==> config.mk <==
export PLATFORM = sky130hd
export DESIGN_NAME = spi_loader
export DESIGN_NICKNAME = d
export VERILOG_FILES = /design/src/rtl/spi_loader.sv
export SDC_FILE = /design/constraint.sdc
export NUM_CORES = 1
export LEC_CHECK = 0
export CAP_MARGIN = 20
export CELL_PAD_IN_SITES_DETAIL_PLACEMENT = 0
export CELL_PAD_IN_SITES_GLOBAL_PLACEMENT = 1
export CORE_MARGIN = 1.5
export CORE_UTILIZATION = 25
export CTS_CLUSTER_DIAMETER = 30
export DETAILED_ROUTE_END_ITERATION = 16
export GPL_ROUTABILITY_DRIVEN = 0
export PLACE_DENSITY_LB_ADDON = 0.1
export SYNTH_ARGS = -nofsm -noshare
export SYNTH_HDL_FRONTEND = slang
export SYNTH_SLANG_ARGS = --single-unit
==> constraint.sdc <==
create_clock -name clk -period 1.87 [get_ports clk]
set_input_delay 0.561 -clock clk [delete_from_list [all_inputs] [get_ports clk]]
set_output_delay 0.561 -clock clk [all_outputs]
set_load 0.1 [all_outputs]
==> src/rtl/spi_loader.sv <==
// SPI slave loader: synchronises the SPI pins, frames cmd/addr/data bits LSB first,
// and turns completed write frames into one-cycle cache write strobes plus a MISO read-back.
module spi_loader #(
  parameter int ADDR_W      = 4,
  parameter int DATA_W      = 8,
  parameter int SYNC_STAGES = 2
) (
  input  logic              clk,
  input  logic              rst,
  input  logic              sclk_in,
  input  logic              csi_n_in,
  input  logic              csd_n_in,
  input  logic              mosi_in,
  input  logic              busy_in,
  input  logic [DATA_W-1:0] rd_data_in,
  output logic              icache_wen_out,
  output logic              dcache_wen_out,
  output logic [ADDR_W-1:0] addr_out,
  output logic [DATA_W-1:0] data_out,
  output logic              miso_out,
  output logic              frame_err_out,
  output logic              active_out
);
  localparam int TOT = 1 + ADDR_W + DATA_W;
  localparam logic [3:0] CNT_TOT  = 4'(TOT);
  localparam logic [3:0] CNT_ADDR = 4'(ADDR_W);
  localparam logic [3:0] CNT_HDR  = 4'(1 + ADDR_W);
  localparam int P_SCLK = 0, P_CSI = 1, P_CSD = 2, P_MOSI = 3;
  localparam logic [3:0] PIN_IDLE = 4'b0110;

  typedef enum logic [2:0] {IDLE, CMD, ADDR, WDATA, RDATA, ERR} state_t;

  logic [SYNC_STAGES-1:0][3:0] sync_q;
  logic [3:0]        lvl_q;
  logic              sclk_rise, sclk_fall;
  state_t            state;
  logic [3:0]        bit_cnt;
  logic [TOT-1:0]    frame, frame_nx;
  logic              sel_d, ready, rd_load;
  logic [DATA_W-1:0] tx, tx_sh;
  logic              csi_l, csd_l, mosi_l, both_low, one_low, sel_high;

  // Pin synchronisers; lvl_q is the edge-detect stage, so events and levels line up.
  always_ff @(posedge clk) begin
    if (rst) begin
      sync_q    <= {SYNC_STAGES{PIN_IDLE}};
      lvl_q     <= PIN_IDLE;
      sclk_rise <= 1'b0;
      sclk_fall <= 1'b0;
    end else begin
      sync_q[0] <= {mosi_in, csd_n_in, csi_n_in, sclk_in};
      for (int i = 1; i < SYNC_STAGES; i++) sync_q[i] <= sync_q[i-1];
      lvl_q     <= sync_q[SYNC_STAGES-1];
      sclk_rise <= sync_q[SYNC_STAGES-1][P_SCLK] & ~lvl_q[P_SCLK];
      sclk_fall <= ~sync_q[SYNC_STAGES-1][P_SCLK] & lvl_q[P_SCLK];
    end
  end

  assign csi_l    = lvl_q[P_CSI];
  assign csd_l    = lvl_q[P_CSD];
  assign mosi_l   = lvl_q[P_MOSI];
  assign both_low = ~csi_l & ~csd_l;
  assign one_low  = csi_l ^ csd_l;
  assign sel_high = sel_d ? csd_l : csi_l;
  assign tx_sh    = tx >> 1;
  assign active_out = (state != IDLE);

  always_comb begin
    frame_nx = frame;
    for (int i = 0; i < TOT; i++)
      if (sclk_rise && i == int'(bit_cnt)) frame_nx[i] = mosi_l;
  end

  always_ff @(posedge clk) begin
    if (rst) begin
      state          <= IDLE;
      bit_cnt        <= '0;
      frame          <= '0;
      sel_d          <= 1'b0;
      ready          <= 1'b0;
      rd_load        <= 1'b0;
      tx             <= '0;
      icache_wen_out <= 1'b0;
      dcache_wen_out <= 1'b0;
      addr_out       <= '0;
      data_out       <= '0;
      miso_out       <= 1'b0;
      frame_err_out  <= 1'b0;
    end else begin
      icache_wen_out <= 1'b0;
      dcache_wen_out <= 1'b0;
      rd_load        <= 1'b0;
      if (state inside {CMD, ADDR, WDATA, RDATA} && sclk_rise) begin
        frame <= frame_nx;
        if (bit_cnt != 4'hF) bit_cnt <= bit_cnt + 4'd1;
      end
      // The fall that closes the last address bit must not shift: bit 0 is presented first.
      if (rd_load) begin
        tx       <= rd_data_in;
        miso_out <= rd_data_in[0];
      end else if (state == RDATA && sclk_fall && bit_cnt > CNT_HDR) begin
        tx       <= tx_sh;
        miso_out <= tx_sh[0];
      end
      unique case (state)
        IDLE: begin
          // A fresh frame needs both selects seen high first (e.g. after a mid-frame reset).
          if (both_low) begin
            state         <= ERR;
            frame_err_out <= 1'b1;
            ready         <= 1'b0;
          end else if (!one_low) begin
            ready <= 1'b1;
          end else if (ready) begin
            ready         <= 1'b0;
            sel_d         <= csi_l;
            bit_cnt       <= '0;
            frame         <= '0;
            frame_err_out <= busy_in;
            state         <= busy_in ? ERR : CMD;
          end
        end
        CMD, ADDR, WDATA, RDATA: begin
          if (both_low) begin
            state         <= ERR;
            frame_err_out <= 1'b1;
          end else if (sel_high) begin
            state <= IDLE;
            if (state == WDATA) begin
              if (bit_cnt == CNT_TOT && !busy_in) begin
                icache_wen_out <= ~sel_d;
                dcache_wen_out <= sel_d;
                addr_out       <= frame[ADDR_W:1];
                data_out       <= frame[TOT-1:ADDR_W+1];
              end else begin
                frame_err_out <= 1'b1;
              end
            end else if (state != RDATA) begin
              frame_err_out <= 1'b1;
            end
          end else if (sclk_rise) begin
            if (state == CMD) begin
              state <= ADDR;
            end else if (state == ADDR && bit_cnt == CNT_ADDR) begin
              if (frame_nx[0]) begin
                state <= WDATA;
              end else begin
                state    <= RDATA;
                addr_out <= frame_nx[ADDR_W:1];
                rd_load  <= 1'b1;
              end
            end
          end
        end
        ERR: if (csi_l && csd_l) state <= IDLE;
        default: state <= IDLE;
      endcase
    end
  end
endmodule

======== Word-level counts from Yosys, hierarchy flattened ========
Index checks and enable logic that the tools add are counted.
operators by class
  bitwise gates (word level) .............. 16
  mux-type cells .......................... 60
  $add $sub $neg .......................... 1
  eq/ne operators ......................... 33
  reductions and logical operators ........ 36
  magnitude comparators ................... 1
operators with widths
  cell                   number
  $mux W13               5
  $mux W4                13
  $mux W3                11
  $eq A4 B4 Y1 const A   8
  $mux W1                27
  $logic_and A1 B1 Y1    19
  $mux W8                2
  $ne A4 B4 Y1 const B   4
  $eq A3 B4 Y1 const A   3
  $ne A3 B3 Y1 const B   4
  $not A1 Y1             12
  $reduce_and A5 Y1      2
  $pmux W3 S3            1
  $reduce_and A8 Y1      1
  $reduce_bool A2 Y1     4
  $reduce_or A7 Y1       1
  $eq A3 B2 Y1 const B   2
  $eq A3 B3 Y1 const B   2
  $ne A2 B1 Y1 const B   3
  $reduce_and A6 Y1      1
  $reduce_or A6 Y1       1
  $ne A5 B5 Y1 const B   1
  $add A4 B1 Y4 const B  1
  $eq A2 B4 Y1 const A   1
  other kinds (15)       18
word-level totals
  input port bits ......................... 15
  register bits ........................... 61
  output and inout bits ................... 17

======== Logic depth before layout (Yosys ltp) ========
Gate-level depths: netlist of run 1.
  word-level depth ........................ 10
  gate-level depth with buffers ........... 8

======== Least setup slack after synthesis of run 1 ========
OpenSTA, ideal clock, no wires.
  path type ............................... register to register
  start ................................... reg state[0]
  end ..................................... reg frame[10]
  arrival ................................. 2.006 ns
  clock period less this slack ............ 2.123 ns
  cell stages (with the launch flop) ...... 9
  slack ................................... -0.253 ns
  library setup time ...................... 0.117 ns
  cells stage by stage .................... dfxtp_1 -> nor3_1 -> inv_1 -> and3_1 -> buf_2 -> buf_6 -> nand3_1 -> mux2i_1 -> nor2_1
on the way
  word-level cells in the longest chain between the ends .. 8
ends and longest elaborated chain
  element                                     line  RTL
  start, declared                             36    state_t state;
  start signal, assigned                      120   state <= busy_in ? ERR : CMD;
  $eq A3 B1 Y1, or another cell as far along  93    if (state inside {CMD, ADDR, WDATA, RDATA} && sclk_rise) begin
  $reduce_bool A4 Y1                          93
  $logic_and A1 B1 Y1                         93
  $mux W13                                    93
  $mux W13                                    114   end else if (ready) begin
  $mux W13                                    112   end else if (!one_low) begin
  $mux W13                                    108   if (both_low) begin
  $mux W13 (*)                                105   unique case (state)
  end signal, assigned                        94    frame <= frame_nx;
  end, declared                               38    logic [TOT-1:0] frame, frame_nx;
Every way passes the cells marked *; elsewhere a longest branch is shown, timed or not.
A chain may end at the register's enable or synchronous reset.

======== Final worst setup path of run 1 ========
  start ................................... reg state[1]
  end ..................................... out active_out
on the way
  word-level cells in the longest chain between the ends .. 1
ends and longest elaborated chain
  element             line  RTL
  $reduce_bool A3 Y1  66    assign active_out = (state != IDLE);
  end, declared       22    output logic active_out
Every way passes these cells.

==> results of run 1 <==
[cell type report]
cell class,instances,area share (%)
tap,140,4.45
clock inverter,6,1.21
clock buffer,10,3.50
multi-input combinational,201,39.3
inverter,6,0.668
timing repair buffer,66,20.0
sequential,60,30.8
[critical path, delay by kind of cell (launching register included)]
kind / cells / cell delay, ps
AND/OR/NAND/NOR: 1 / 240
buffers and inverters: 2 / 340
flip-flops: 1 / 370
[how the worst max path moves through the flow]
stage	start	end	slack [ps]	cells after the start
after global routing	state[0]$_SDFFE_PP0P_	active_out	-100	3
final	state[1]$_SDFFE_PP0P_	active_out	-9	3
after CTS	state[0]$_SDFFE_PP0P_	active_out	-40	3
after detailed placement	busy_in	data_out[7]$_SDFFE_PP0P_	-310	6
after floorplan	state[2]$_SDFFE_PP0P_	frame[10]$_SDFF_PP0_	-200	8
after global placement	busy_in	data_out[5]$_SDFFE_PP0P_	-300	6
[where the power goes]
group,switching [mW],internal (mW)
clock network,0.601,0.525
logic,0.510,0.395
registers,0.0584,1.34
[synth_stat cells, types with 5 or more instances]
cell type / count
a211oi_1: 6
a21oi_1: 7
buf_2: 7
clkbuf_1: 9
dfxtp_1: 60
ha_1: 7
inv_1: 6
mux2_2: 9
mux2i_1: 34
nand2_1: 9
nand3_1: 15
nand4_1: 5
nor2_1: 41
nor2b_1: 12
nor3_1: 6
nor3b_1: 5
or2_2: 7
[repair_timing]
action	CTS	global route
buffers inserted	3	0
pin swaps	2	3
endpoints found under the setup margin	8	23
gates resized for setup	3	23
gates cloned	0	1
[per-stage QoR]
stage,setup WS [ps],instances,hold slack (ps)
finish,-9.34,489,392
global route,-101,489,406
CTS,-38.1,489,391
detailed placement,-313,470,394
global placement,-297,470,390
floorplan,-202,285,383
[metal layers]
layer,vias up,wire (um),part of all wire [%]
met5,-,0,0
met4,0,87,1.3
met3,8,234,3.4
met2,34,2910,42
met1,1028,3620,53
li1,1117,-,-
[cell usage in the layout (no fill, tap or decap), types with 2 or more instances in the layout]
cell	synthesis	routed
nor3b_2	1	2
mux2i_1	34	33
inv_6	0	2
nand4_1	5	5
inv_1	6	3
ha_1	7	4
nor3b_1	5	4
nand3b_1	3	3
nor2b_1	12	12
o31ai_1	2	2
o211ai_2	2	2
and3_4	0	2
clkdlybuf4s50_1	0	13
a211oi_2	0	3
nor3_1	6	4
nand2_1	9	9
nor2_2	0	3
clkinvlp_4	0	5
o21ai_0	3	3
nand2b_1	3	3
dfxtp_1	60	53
inv_2	0	2
or2_2	7	7
buf_12	0	20
nor2_1	41	38
a21oi_1	7	7
a211oi_1	6	3
mux2_2	9	9
buf_4	0	31
ha_4	0	2
and4bb_2	2	2
and4_1	2	2
clkbuf_8	0	10
nand3_2	0	3
dfxtp_2	0	6
nand3_1	15	12
[flip-flops by register name, indices dropped and copies added, names as in the netlist, 3 cells and up]
register,count
bit_cnt,4
state,3
sync_q,8
tx,8
addr_out,4
lvl_q,4
data_out,8
frame,13
[kinds of logic after synthesis]
logic type | after synthesis | share of synthesized area, %
flip-flops | 60 | 43.8
AND/OR/NAND/NOR | 119 | 24.0
AO/OA/AOI/OAI | 29 | 7.88
XOR/XNOR | 1 | 0.319
buffers and inverters | 25 | 4.28
adder cells (fa/ha/maj) | 7 | 3.19
multiplexers | 44 | 16.6
==> metrics, run 1 <==
CP endpoint kind=primary output; library cells used by synthesis=between 40 and 50; GR Util met1=between 10% and 20%; layout cell share with drive strength beyond 1=a little over a third; met2 usage=~18%; gr busiest metal=met2; Placement Rows=38; failing checks=setup timing; Synth Register Bits=60; post-route worst setup slack=-9.34 ps; hold path cells=1; clk sinks=60; CP max-delay cell=dfxtp_2; Clock Skew=14.4 ps; Power Total=roughly 3.4 mW; worst path arrival time=approximately 1300 ps; largest net degree at the start of global routing=27; PD cells=~870 nW/um2; Max Root-Sink Buffers=2; first drt pass iteration count=5; Iter 0 DRT Violations=85; GRT Util Overall=between 10% and 20%; VDD IR-drop max=about 0.42 mV; multi-input logic area=about 1500 um2; fin util=36.4%; Root Driver=clkbuf_8; post-layout min period=1880 ps; vias in the first global route=2116; post-route clock period utilization=100%; Area contributors post-synth=dfxtp_1, mux2i_1, nor2_1; setup TNS=-9.34 ps; fillers=1083; asr flop ratio synth=0%; register area=~1200 um2; Final Max Slew Viols=0; Netlist Area Pre-Place=between 2000 and 3000 um2; cell chain of the critical path=nor3_4 > clkinvlp_4 > buf_12; reg2reg path depth=7; Post-DRT Antenna Nets=0; syn nets=between 300 and 400; I/O pin count=32; Hold Startpoint=lvl_q[0]$_SDFF_PP0_; RR Startpoint=state[1]$_SDFFE_PP0P_; DRT Wirelength=6.85 mm; post-layout net count=366; TritonCTS Buffers=9; initial antenna violation count=0; dpl cell area=about 3600 um2; Max-cap violations=0; startpoint types=flip-flop; gr ovfl total=0; crit path kind=reg -> out; area grow syn2layout=43.3%; n_diodes=0; status=finished, violations left; R2R Path End=addr_out[2]$_SDFFE_PP0P_; drt wl/cell=14.0 um; Max transition margin=roughly 70%; Port-buffer cells=31; DR vias=roughly 2200; required time of the critical path=approximately 1300 ps; CP max FO=5; DR DRC count=0; area leader, netlist=dfxtp_1; fmax=between 500 and 600 MHz; Leak=around 1.5 nW; Hold Crit Class=reg -> reg; RSZ-0062 raised after global routing=true; Die Span Y=~110 um; Core Box Area=about 11000 um2; Final HPWL DP=about 4.7 mm; final instance area=3930 um2; vias per inst=around 4.5; Initial Util=roughly 25%; first-pass GRT wire length=between 10 and 15 mm; Reg clk slew, reported paths=~80 ps; TritonCTS clock tree=built; Die Wd=between 100 and 150 um; Synth Area per Inst=roughly 9.6 um2; worst skew pair latency=~360 ps; Hold EP=sclk_rise$_SDFF_PP0_; H-tree Lvls=3; sequential fraction of the synthesis area=roughly 44%; Die ar.=around 12000 um2; slowest stage delay, CP=about 370 ps; met3 Usage GRT=4.12%; EDFF count, synth=0; worst reg2reg setup slack=120 ps; Ys Warns=0; CTS hold repair buffers=0; Worst-Margin Slew=~460 ps; Most used DFF post-synth=dfxtp_1; Final Hold Viols=0; Syn Inst Count=~290; share of the synthesized area in the top cell type=between 40% and 50%; Setup Viol. Count Final=1
No activity file was read; power rests on OpenSTA's default activity.
==> run 2, diff against run 1 <==
==> config.mk (replaced) <==
export PLATFORM = sky130hd
export DESIGN_NAME = spi_loader
export DESIGN_NICKNAME = d
export VERILOG_FILES = /design/src/rtl/spi_loader.sv
export SDC_FILE = /design/constraint.sdc
export NUM_CORES = 1
export LEC_CHECK = 0
export ABC_AREA = 1
export CAP_MARGIN = 20
export CORE_MARGIN = 1.5
export CORE_UTILIZATION = 25
export CTS_CLUSTER_DIAMETER = 30
export DETAILED_ROUTE_END_ITERATION = 16
export GPL_ROUTABILITY_DRIVEN = 0
export SYNTH_ARGS = -nofsm -noshare
export SYNTH_HDL_FRONTEND = slang
export SYNTH_SLANG_ARGS = --single-unit
==> run 2 against run 1 <==
Against the previous run:
- the flow now finishes without violations
- combinational power grew 45%
- die area grew 5.4%
- synthesized cell count grew 46%
- largest cell class unchanged
- sequential power grew 4%
- global-route usage shrank 1.5 points
- maximum frequency grew 5.0%
==> metrics, run 2 <==
RSZ-0062 raised after global routing=false; GRT Util Overall=11.1%; Ys Warns=0; Power Total=about 4.3 mW; Biggest register=frame; VDD IR-drop max=between 0.4 and 0.5 mV; worst skew pair latency=between 300 and 400 ps; Hold Crit Class=reg -> reg; crit path kind=reg -> out; clock power share=35.5%; required time of the critical path=roughly 1300 ps; DR DRC count=0; max reg flops=13; sequential power share=between 30 and 40%; most frequent cells in the layout=nand2_1, inv_1, dfxtp_1; layout cell share with drive strength beyond 1=15.8%; first-pass GRT wire length=between 10 and 15 mm; Final Max Slew Viols=0; switching power total=between 1.5 and 2 mW; TritonCTS Buffers=9; Netlist Area Pre-Place=roughly 2900 um2; Root Driver=clkbuf_16; Die Wd=about 110 um; DRT Wirelength=6.44 mm; PD cells=1100 nW/um2; Setup Viol. Count Final=0; CP endpoint kind=primary output; clk sinks=60; first drt pass iteration count=5; CTS hold repair buffers=0; Port-buffer cells=31; n_diodes=0; Die Span Y=between 100 and 150 um; largest net degree at the start of global routing=23; most frequent cell after synthesis=nand2_1; gr ovfl total=0; worst path arrival time=around 1200 ps; Worst-Margin Slew=~360 ps; status=complete, no violations; Synth Register Bits=60; syn nets=about 440; Post-CTS Setup Bufs=0; TritonCTS clock tree=built; initial antenna violation count=0; area grow syn2layout=33.9%; Finished Layout Cells=roughly 610; share of the synthesized area in the top cell type=41.5%; vias in the first global route=2534; Core Box Area=11400 um2; asr flop ratio synth=0%; post-layout min period=about 1800 ps; Area contributors post-synth=dfxtp_1, nand2_1, inv_1; most common cell after layout, fill and taps aside=nand2_1; library cells used by synthesis=27; EDFF count, synth=0; I/O pin count=32; Initial Util=25.5%; Syn Inst Count=a little over 400; fin util=between 30 and 40%; Synth Area per Inst=approximately 7.0 um2; DR vias=approximately 2700; Die ar.=approximately 12000 um2; Reg clk slew, reported paths=50 ps; Clock Skew=around 7 ps; Final Hold Viols=0; Max-cap violations=0; post-layout net count=between 400 and 500; Iter 0 DRT Violations=approximately 180; Sw Ratio=between 30 and 40%; post-route clock period utilization=95.7%; drt wl/cell=~11 um; vias per inst=~4.5; area leader, netlist=dfxtp_1; dpl cells=slightly below 600; Combinational Power Share=a little under a third; Placement Rows=39; Post-synth top cells=nand2_1, inv_1, dfxtp_1; CP max FO=7; Leak=between 1.5 and 2 nW; Most used DFF post-synth=dfxtp_1; sequential fraction of the synthesis area=41.5%; Internal=2.75 mW; startpoint types=flip-flop; Post-DRT Antenna Nets=0; Max Root-Sink Buffers=2; Max transition margin=75.8%; fmax=between 500 and 600 MHz; H-tree Lvls=3; Final HPWL DP=~4.9 mm
## run 2: cell count changes after synthesis, moves of 6 or more
cell     before  now
a21oi_1       7   33
buf_2         7    1
inv_1         6   61
mux2i_1      34    0
nand2_1       9   87
nand3_1      15   39
nor2_1       41   54
nor2b_1      12    0
o21ai_0       3   24
## run 2: per-stage QoR
stage / instance area, um2 / setup TNS [ps] / hold slack, ps / setup slack [ps]
2_1_floorplan: 2900 / 0 / 388 / 111
3_3_place_gp: 3590 / -608 / 393 / -77.5
3_5_place_dp: 3590 / -949 / 395 / -106
4_1_cts: 3870 / 0 / 402 / 51.5
5_1_grt: 3880 / 0 / 427 / 2.63
6_report: 3880 / 0 / 399 / 80.6
## run 2: critical path: stages, from the launching register on
cell,delay (ps)
dfxtp_1,480
nor2_4,90
nand2_2,140
buf_12,190
## run 2: layout make-up
class                           instances  area, um2
Tap cell                              143        179
Clock buffer                           11        253
Sequential cell                        60       1200
Inverter                               61        229
Clock inverter                          4       25.0
Multi-Input combinational cell        282       1410
Fill cell                            1174       7490
Timing Repair Buffer                   44        578
## run 2: what timing repair did
action / 4_1_cts / 5_1_grt
setup endpoints to repair: 0 / 4
endpoints found under the hold margin: 0 / 0
resized for setup: 0 / 3
## run 2: path summary, 6_finish.rpt
path | startpoint | end | slack (ps) | cells after the start
setup / recovery | state[0]$_SDFFE_PP0P_ | active_out | 80 | 3
hold / removal | sync_q[3]$_SDFF_PP0_ | sync_q[7]$_SDFF_PP0_ | 400 | 2
setup reg to reg | bit_cnt[1]$_SDFF_PP0_ | addr_out[1]$_SDFFE_PP0P_ | 200 | 11
hold reg to reg | sync_q[3]$_SDFF_PP0_ | sync_q[7]$_SDFF_PP0_ | 400 | 2
## run 2: metal layers
metal	up-vias	global-route usage, %	wire length [um]
met5	-	0	0
met2	72	18.4	3050
li1	1403	-	-
met1	1212	13.1	2880
met4	0	3.85	105
met3	10	4.23	406
## run 2: kinds of logic after synthesis
kind of cell | count (synthesis) | share of synthesized area [%]
buffers and inverters | 73 | 10.2
flip-flops | 60 | 41.5
AO/OA/AOI/OAI | 62 | 11.0
XOR/XNOR | 1 | 0.302
AND/OR/NAND/NOR | 207 | 32.1
multiplexers | 5 | 1.94
adder cells (fa/ha/maj) | 7 | 3.02
## run 2: power by group through the flow
stage	logic [mW]	registers (mW)	clock network, mW
after floorplan	0.868	1.52	0
after global placement	1.28	1.46	0
after detailed placement	1.30	1.46	0
after CTS	1.30	1.43	1.55
after global routing	1.45	1.45	1.62
final	1.31	1.44	1.52
